--- config.mk ---
export PLATFORM = sky130hd
export DESIGN_NAME = location_scan_scheduler_flat
export DESIGN_NICKNAME = d
export VERILOG_FILES = /design/src/rtl/location_scan_scheduler_if.sv /design/src/rtl/location_scan_scheduler.sv /design/src/flat_wrapper.sv
export SDC_FILE = /design/constraint.sdc
export NUM_CORES = 1
export LEC_CHECK = 0
export CORE_MARGIN = 5
export CORE_UTILIZATION = 25
export DETAILED_ROUTE_END_ITERATION = 8
export DONT_BUFFER_PORTS = 1
export SYNTH_ARGS = -nofsm -noshare
export SYNTH_HDL_FRONTEND = slang
export SYNTH_SLANG_ARGS = --single-unit
--- constraint.sdc ---
create_clock -name clock -period 2.88 [get_ports clock]
set_input_delay 0.432 -clock clock [delete_from_list [all_inputs] [get_ports clock]]
set_output_delay 0.432 -clock clock [all_outputs]
set_load 0.02 [all_outputs]
--- src/rtl/location_scan_scheduler_if.sv ---
// Bundles the requester, calculator and status signals of the location scan scheduler.
// The scheduler uses the slave modport; the environment driving it uses master.
interface location_scan_scheduler_if;
  logic        enable;
  logic        req_a;
  logic        req_b;
  logic        calc_done;
  logic [11:0] calc_location;
  logic        calc_start;
  logic        calc_reset;
  logic [11:0] location;
  logic        location_valid;
  logic        new_location;
  logic        ack_a;
  logic        ack_b;
  logic        scan_error;
  logic [2:0]  state;

  modport slave (
    input  enable, req_a, req_b, calc_done, calc_location,
    output calc_start, calc_reset, location, location_valid, new_location,
           ack_a, ack_b, scan_error, state
  );

  modport master (
    output enable, req_a, req_b, calc_done, calc_location,
    input  calc_start, calc_reset, location, location_valid, new_location,
           ack_a, ack_b, scan_error, state
  );
endinterface

--- src/rtl/location_scan_scheduler.sv ---
// Shares one ultrasound location calculator between rover control (A), display (B) and a
// periodic timer; coalesces requests, guards the calculator with a watchdog and retries.
//
// Handshake: req_a/req_b are single-cycle strobes that latch a pending bit; each latched
// request is answered by exactly one single-cycle ack (with scan_error when it failed).
module location_scan_scheduler #(
  parameter int SCAN_PERIOD     = 6750000,
  parameter int WATCHDOG_CYCLES = 108000000,
  parameter int RESET_HOLD      = 16,
  parameter int MAX_RETRIES     = 2
) (
  input logic                       clock,
  input logic                       reset,
  location_scan_scheduler_if.slave  bus
);

  typedef enum logic [2:0] {
    S_IDLE    = 3'd0,
    S_START   = 3'd1,
    S_BUSY    = 3'd2,
    S_DELIVER = 3'd3,
    S_RECOVER = 3'd4,
    S_ERROR   = 3'd5
  } state_t;

  localparam logic [22:0] PERIOD_M1 = 23'(SCAN_PERIOD - 1);
  localparam logic [26:0] WD_M1     = 27'(WATCHDOG_CYCLES - 1);
  localparam logic [4:0]  HOLD      = 5'(RESET_HOLD);
  localparam logic [1:0]  RETRY_MAX = 2'(MAX_RETRIES);

  state_t      r_state;
  state_t      w_next;
  logic        r_pend_a, r_pend_b, r_pend_p;
  logic [1:0]  r_served;
  logic [22:0] r_timer;
  logic [26:0] r_wd;
  logic [4:0]  r_rec;
  logic [1:0]  r_retry;
  logic        r_done_s, r_done_d;
  logic [11:0] r_location;
  logic        r_valid;

  logic w_tick, w_any_pend, w_take, w_done_rise, w_wd_expire, w_rec_end;
  logic w_calc_start, w_calc_reset, w_new_location, w_ack_a, w_ack_b, w_scan_error;

  // calc_done passes one register stage before edge detection, so the edge is seen in BUSY
  // one cycle after it arrives and the ack follows two cycles after the rising edge.
  assign w_done_rise = r_done_s & ~r_done_d;
  assign w_tick      = bus.enable && (r_timer == PERIOD_M1);
  assign w_any_pend  = r_pend_a | r_pend_b | r_pend_p;
  assign w_take      = (r_state == S_IDLE) && w_any_pend;
  assign w_wd_expire = (r_wd == WD_M1);
  assign w_rec_end   = (r_rec == HOLD);

  always_comb begin
    w_next         = r_state;
    w_calc_start   = 1'b0;
    w_calc_reset   = 1'b0;
    w_new_location = 1'b0;
    w_ack_a        = 1'b0;
    w_ack_b        = 1'b0;
    w_scan_error   = 1'b0;
    case (r_state)
      S_IDLE: if (w_any_pend) w_next = S_START;
      S_START: begin
        w_calc_start = 1'b1;
        w_next       = S_BUSY;
      end
      S_BUSY: begin
        if (w_done_rise)      w_next = S_DELIVER;
        else if (w_wd_expire) w_next = S_RECOVER;
      end
      S_DELIVER: begin
        w_new_location = 1'b1;
        w_ack_a        = r_served[0];
        w_ack_b        = r_served[1];
        w_next         = S_IDLE;
      end
      S_RECOVER: begin
        w_calc_reset = (r_rec < HOLD);
        if (w_rec_end) w_next = (r_retry < RETRY_MAX) ? S_START : S_ERROR;
      end
      S_ERROR: begin
        w_scan_error = 1'b1;
        w_ack_a      = r_served[0];
        w_ack_b      = r_served[1];
        w_next       = S_IDLE;
      end
      default: w_next = S_IDLE;
    endcase
  end

  always_ff @(posedge clock) begin
    if (reset) begin
      r_state    <= S_IDLE;
      r_pend_a   <= 1'b0;
      r_pend_b   <= 1'b0;
      r_pend_p   <= 1'b0;
      r_served   <= '0;
      r_timer    <= '0;
      r_wd       <= '0;
      r_rec      <= '0;
      r_retry    <= '0;
      r_done_s   <= 1'b0;
      r_done_d   <= 1'b0;
      r_location <= '0;
      r_valid    <= 1'b0;
    end else begin
      r_state  <= w_next;
      r_done_s <= bus.calc_done;
      r_done_d <= r_done_s;

      if (!bus.enable)     r_timer <= '0;
      else if (w_tick)     r_timer <= '0;
      else                 r_timer <= r_timer + 23'd1;

      // A new request in the same cycle as the clear keeps its bit for the next scan.
      r_pend_a <= bus.req_a | (r_pend_a & ~w_take);
      r_pend_b <= bus.req_b | (r_pend_b & ~w_take);
      r_pend_p <= w_tick    | (r_pend_p & ~w_take);

      if (w_take) begin
        r_served <= {r_pend_b, r_pend_a};
        r_retry  <= '0;
      end

      if (r_state == S_START) r_wd <= '0;

      if (r_state == S_BUSY) begin
        r_wd <= r_wd + 27'd1;
        // Capture on the edge so location is already updated while new_location is high.
        if (w_done_rise) begin
          r_location <= bus.calc_location;
          r_valid    <= 1'b1;
        end else if (w_wd_expire) begin
          r_rec <= '0;
        end
      end

      if (r_state == S_RECOVER) begin
        r_rec <= r_rec + 5'd1;
        if (w_rec_end && (r_retry < RETRY_MAX)) r_retry <= r_retry + 2'd1;
      end
    end
  end

  assign bus.calc_start     = w_calc_start;
  assign bus.calc_reset     = w_calc_reset;
  assign bus.location       = r_location;
  assign bus.location_valid = r_valid;
  assign bus.new_location   = w_new_location;
  assign bus.ack_a          = w_ack_a;
  assign bus.ack_b          = w_ack_b;
  assign bus.scan_error     = w_scan_error;
  assign bus.state          = r_state;

endmodule
--- src/flat_wrapper.sv ---
// flat-port wrapper written by rule: the top's interface ports become plain ports
module location_scan_scheduler_flat 
#(
  parameter int SCAN_PERIOD     = 6750000,
  parameter int WATCHDOG_CYCLES = 108000000,
  parameter int RESET_HOLD      = 16,
  parameter int MAX_RETRIES     = 2
)
  (clock, reset, bus_enable, bus_req_a, bus_req_b, bus_calc_done, bus_calc_location, bus_calc_start, bus_calc_reset, bus_location, bus_location_valid, bus_new_location, bus_ack_a, bus_ack_b, bus_scan_error, bus_state);
  location_scan_scheduler_if bus_i ();
  input logic clock;
  input logic reset;
  input wire logic [$bits(bus_i.enable)-1:0] bus_enable;
  input wire logic [$bits(bus_i.req_a)-1:0] bus_req_a;
  input wire logic [$bits(bus_i.req_b)-1:0] bus_req_b;
  input wire logic [$bits(bus_i.calc_done)-1:0] bus_calc_done;
  input wire logic [$bits(bus_i.calc_location)-1:0] bus_calc_location;
  output wire logic [$bits(bus_i.calc_start)-1:0] bus_calc_start;
  output wire logic [$bits(bus_i.calc_reset)-1:0] bus_calc_reset;
  output wire logic [$bits(bus_i.location)-1:0] bus_location;
  output wire logic [$bits(bus_i.location_valid)-1:0] bus_location_valid;
  output wire logic [$bits(bus_i.new_location)-1:0] bus_new_location;
  output wire logic [$bits(bus_i.ack_a)-1:0] bus_ack_a;
  output wire logic [$bits(bus_i.ack_b)-1:0] bus_ack_b;
  output wire logic [$bits(bus_i.scan_error)-1:0] bus_scan_error;
  output wire logic [$bits(bus_i.state)-1:0] bus_state;
  assign bus_i.enable = bus_enable;
  assign bus_i.req_a = bus_req_a;
  assign bus_i.req_b = bus_req_b;
  assign bus_i.calc_done = bus_calc_done;
  assign bus_i.calc_location = bus_calc_location;
  assign bus_calc_start = bus_i.calc_start;
  assign bus_calc_reset = bus_i.calc_reset;
  assign bus_location = bus_i.location;
  assign bus_location_valid = bus_i.location_valid;
  assign bus_new_location = bus_i.new_location;
  assign bus_ack_a = bus_i.ack_a;
  assign bus_ack_b = bus_i.ack_b;
  assign bus_scan_error = bus_i.scan_error;
  assign bus_state = bus_i.state;
  location_scan_scheduler #(.SCAN_PERIOD(SCAN_PERIOD), .WATCHDOG_CYCLES(WATCHDOG_CYCLES), .RESET_HOLD(RESET_HOLD), .MAX_RETRIES(MAX_RETRIES)) u_core (.clock(clock), .reset(reset), .bus(bus_i));
endmodule
**Word level (Yosys, flattened, before mapping)**

Index checks and enable logic that the tools add are counted.

- Register bits: 80
- Output and inout bits: 22

- Equality and inequality tests: 12
- Multiplexer cells: 21
- Add/sub/neg operators: 4
- Bitwise operators: 12
- Order comparisons: 2
- Reduce and logical (&&, ||, !) cells: 12

Operator list:

| operator | count |
|---|---|
| $mux W27 | 2 |
| $add A27 B1 Y27 const B | 1 |
| $eq A27 B27 Y1 const B | 1 |
| $add A23 B1 Y23 const B | 1 |
| $eq A23 B23 Y1 const B | 1 |
| $mux W5 | 4 |
| $mux W3 | 5 |
| $pmux W3 S4 | 1 |
| $eq A3 B2 Y1 const B | 2 |
| $eq A3 B3 Y1 const B | 2 |
| $mux W1 | 6 |
| $mux W2 | 3 |
| $reduce_and A3 Y1 | 2 |
| $reduce_bool A2 Y1 | 3 |
| $add A5 B1 Y5 const B | 1 |
| $eq A5 B5 Y1 const B | 1 |
| $lt A5 B5 Y1 const B | 1 |
| $or A1 B1 Y1 | 5 |
| $and A1 B1 Y1 | 4 |
| $ne A2 B1 Y1 const B | 2 |
| $eq A3 B1 Y1 const B | 1 |
| $logic_and A1 B1 Y1 | 3 |
| $logic_not A3 Y1 | 1 |
| $ne A3 B1 Y1 const B | 1 |
| other kinds (7) | 9 |

**Longest topological paths before layout**

- Depth in word-level cells: 6
- Gate-level depth with buffers: 6
- Depth with buffers taken out: 6

**Least setup slack after synthesis**

Ideal clock, no wire load.

- Path type: register -> output
- Start point: register u_core.r_state[2] (netlist: u_core.bus.state[2])
- End point: output bus_ack_a
- Data arrival time: 1.888 ns
- Required time: 2.448 ns
- Slack: 0.560 ns
- Cell stages (with the launch flop): 6
- Cell sequence: dfxtp_1 > clkbuf_1 > inv_1 > nor3b_1 > or2_2 > and2_1

- Word-level cells in the longest chain between the ends: 3
- Elaborated cells between the ends (all ways): 4
- Those cells by class: 2 x eq/ne; 1 x mux; 1 x reduce/logical

Ends and longest elaborated chain:

| what | line | RTL |
|---|---|---|
| start: declaration | location_scan_scheduler.sv:31 | `state_t r_state;` |
| start signal: assignment | location_scan_scheduler.sv:109 | `r_state <= w_next;` |
| $eq A3 B2 Y1 or $eq A3 B3 Y1 (tied branches) | location_scan_scheduler.sv:63 | `case (r_state)` |
| $reduce_or A2 Y1 (no line) * | -- |  |
| $mux W1 * | location_scan_scheduler.sv:63 |  |
| end: declaration | flat_wrapper.sv:23 | `output wire logic [$bits(bus_i.ack_a)-1:0] bus_ack_a;` |

Mark *: on every way between the ends. The rest lies on a longest branch, timed or not.

**Final worst setup path**

- Start point: register u_core.r_state[2] (netlist: u_core.bus.state[2])
- End point: output bus_ack_b

- Word-level cells in the longest chain between the ends: 3
- Elaborated cells between the ends (all ways): 4
- Those cells by class: 2 x eq/ne; 1 x mux; 1 x reduce/logical

Ends and longest elaborated chain:

| what | line | RTL |
|---|---|---|
| $eq A3 B2 Y1 or $eq A3 B3 Y1 (tied branches) | location_scan_scheduler.sv:63 |  |
| $reduce_or A2 Y1 (no line) * | -- |  |
| $mux W1 * | location_scan_scheduler.sv:63 |  |
| end: declaration | flat_wrapper.sv:24 | `output wire logic [$bits(bus_i.ack_b)-1:0] bus_ack_b;` |

Marked as above.

==> impl_metrics.yaml <==
routing:
  drt-pass1-iter-count: 5
  first_iter_violations: 397
  drcViolationCount: 0
  drtAntennaViolNets: 0
  avgViaCountPerCell: 5.40
  wl_met3_um: 804
  top_layer_used: "met4"
  dr_wl_met2_mm: 4.64
  drt-met1-wl_mm: 4.18
  vias: 3482
  post_drt_wl_per_cell_um: 15.2
  drt_wl_total_mm: 9.81
logic_synthesis:
  yosysUniqueCellTypes: 58
  synth_top_area_cell: "dfxtp_1"
  syn_inst: 465
  avgSynthCellArea_um2: 8.27
  syn_nets: 487
  synth_top_area_share_pct: 41.7
  ys.warnings.count: 0
  synth.cells.most_frequent: "dfxtp_1, nand2_1, nor2_1"
  syn_area_um2: 3840
  synth-main-ff-cell: "dfxtp_1"
  synth_edf_count: 0
  async_flop_share_pct: 0
  yosysSeqAreaShare_pct: 41.7
  synth_area_leaders: "dfxtp_1, nand2_1, a21oi_1, nor2_1, nand3_1"
  synth.most_common_cell: "dfxtp_1"
  yosys_register_bits: 80
flow_run:
  drv_cap: 0
timing:
  setup_tns_ps: 0
  timing.fmax_mhz: 385
  rsz0062_at_grt: "no"
  hold_slack_ps: 156
  clock_skew_ps: 6.24
  max_slew_margin_pct: 42.4
  hold_viol_final: 0
  finalCritPeriodShare_pct: 90.2
  fin_crit_ps: 2600
  slew_viol_final: 0
  layout_setup_ws_ps: 284
  worstMarginPinSlew_ps: 864
  setup_viol: 0
finish:
  nets: 474
  drive_gt1_share_pct: 6.13
  nFillCells: 1572
  fin_area_um2: 4350
  syn_to_final_growth_pct: 13.0
  multi_input_area_um2: 2100
  seqCellArea_um2: 1600
  n_antenna_cell: 0
floorplanning:
  die-area_um2: 18000
  rows: 45
  io_pins: 40
  initial_utilization_pct: 25.4
  die_w_um: 134
  fp.dieH_um: 134
  core_um2: 15100
cts:
  path_clk_slew_ps: 60
  clkLatencyLatePin_ps: 340
  hold_buffers: 0
  cts_setup_buffers: 0
  post_cts_resized: 0
  clock-sinks: 80
  cts_tree: "built"
  h-tree-depth: 3
  root_buffer: "clkbuf_16"
  clock_path_buffers: 2
  cts-buffers-inserted: 9
critical_path:
  arrival_ps: 2160
  worstRegToRegCells: 4
  endpoint_kind: "output port"
  r2r-start: "u_core.bus.state[1]$_SDFFE_PP0P_"
  r2r-end: "u_core.bus.location[5]$_SDFFE_PP0P_"
  regToRegSetupSlack_ps: 580
  critPathRequiredTime_ps: 2450
  cp-start-kind: "register"
  cp_max_fo: 13
  crit_type: "register to output port"
power:
  p_int_mw: 2.04
  p_per_area_nw_per_um2: 626
  total_leakage_power_nw: 1.39
  switching_share_pct: 25.1
  p_comb_share_pct: 8.8
  power.switching_mw: 0.682
  power_frac_seq_pct: 43.8
  clockPowerShare_pct: 47.4
  ir_drop_v: 0.000247
global_route:
  grt_pass1_wl_mm: 16.0
  overflow: 0
  antenna_found_initial: 0
  grt_pass1_vias: 3126
  grt_max_degree: 45
  grt.total_usage_pct: 10.8
status:
  status: "complete, no violations"
placed_design:
  dp_worst_setup_slack_ps: 587
  port_buffers: 0
  dp.final_hpwl_mm: 6.89
  dpl-instance-area_um2: 4010
  gp_congestion: 0.826
hold_path:
  min_to: "u_core.bus.location[0]$_SDFFE_PP0P_"
  hold_path_depth: 1
  hp-class: "input pin to register"
  min-delay-start: "reset"
-- per-stage QoR --
step	power (mW)	utilization (%)	cells
after floorplan	1.39	-	465
after global placement	1.45	26.4	629
after detailed placement	1.45	26.4	629
after CTS	2.75	28.7	645
after global routing	2.84	28.7	645
final	2.72	28.7	645
-- per-layer routing --
metal	track usage [%]	up-vias
met5	0	-
met4	3.85	0
met3	4.20	19
met2	16.8	120
met1	13.8	1654
li1	-	1689
-- registers in the layout, summed over array words and instances, names as in the netlist --
name / count
u_core.bus.state: 3
u_core.r_done_s: 1
u_core.r_retry: 2
u_core.r_done_d: 1
u_core.r_pend_a: 1
u_core.r_pend_p: 1
u_core.bus.location: 12
u_core.r_rec: 5
u_core.r_served: 2
u_core.r_timer: 23
u_core.r_wd: 27
u_core.bus.location_valid: 1
u_core.r_pend_b: 1
-- cell usage in the layout (no fill, tap or decap), types with 5 or more instances in the layout --
cell	count
dfxtp_1	80
nand2_1	53
nor2_1	44
a21oi_1	34
nand3_1	25
nand4_1	13
inv_1	11
or4_1	10
nor3_1	10
o21ai_0	10
and3_1	9
and4_1	9
xnor2_1	9
clkbuf_16	9
xor2_1	8
nor4_1	8
and2_1	7
a31oi_1	7
a22oi_1	6
a41oi_1	6
a311oi_1	6
or3_1	5
-- how the worst max path moves through the flow --
stage	from	endpoint	depth (start not counted)
floorplan	u_core.bus.state[2]$_SDFFE_PP0P_	bus_ack_a	5
global placement	u_core.bus.state[1]$_SDFFE_PP0P_	u_core.bus.location[8]$_SDFFE_PP0P_	4
detailed placement	u_core.bus.state[1]$_SDFFE_PP0P_	u_core.bus.location[9]$_SDFFE_PP0P_	4
CTS	u_core.bus.state[2]$_SDFFE_PP0P_	bus_ack_b	4
global route	u_core.bus.state[2]$_SDFFE_PP0P_	bus_ack_b	4
finish	u_core.bus.state[2]$_SDFFE_PP0P_	bus_ack_b	4
-- layout make-up --
type | instances | share of cell area, %
Clock inverter | 4 | 1.73
Inverter | 11 | 0.950
Tap cell | 188 | 5.41
Clock buffer | 12 | 6.13
Sequential cell | 80 | 36.8
Timing Repair Buffer | 4 | 0.691
Multi-Input combinational cell | 346 | 48.2
-- critical path, stage by stage, from the launching register on --
cell and delay, ps:
dfxtp_1 690, inv_1 200, and3_1 320, or2_2 360, and2_1 250
-- logic make-up after synthesis --
| group | after synthesis | synth area share [%] |
|---|---|---|
| multiplexers | 1 | 0.293 |
| adder cells (fa/ha/maj) | 4 | 1.30 |
| XOR/XNOR | 17 | 3.87 |
| flip-flops | 80 | 41.7 |
| AO/OA/AOI/OAI | 102 | 17.6 |
| buffers and inverters | 39 | 3.94 |
| AND/OR/NAND/NOR | 222 | 31.3 |
-- power groups by stage --
| stage | logic [mW] | clock network [mW] | registers (mW) |
|---|---|---|---|
| final | 0.239 | 1.29 | 1.19 |
| after global routing | 0.268 | 1.37 | 1.20 |
| after CTS | 0.239 | 1.32 | 1.19 |
| after detailed placement | 0.238 | 0 | 1.22 |
| after global placement | 0.235 | 0 | 1.21 |
| after floorplan | 0.193 | 0 | 1.19 |
Power figures use the tool's default switching activity.
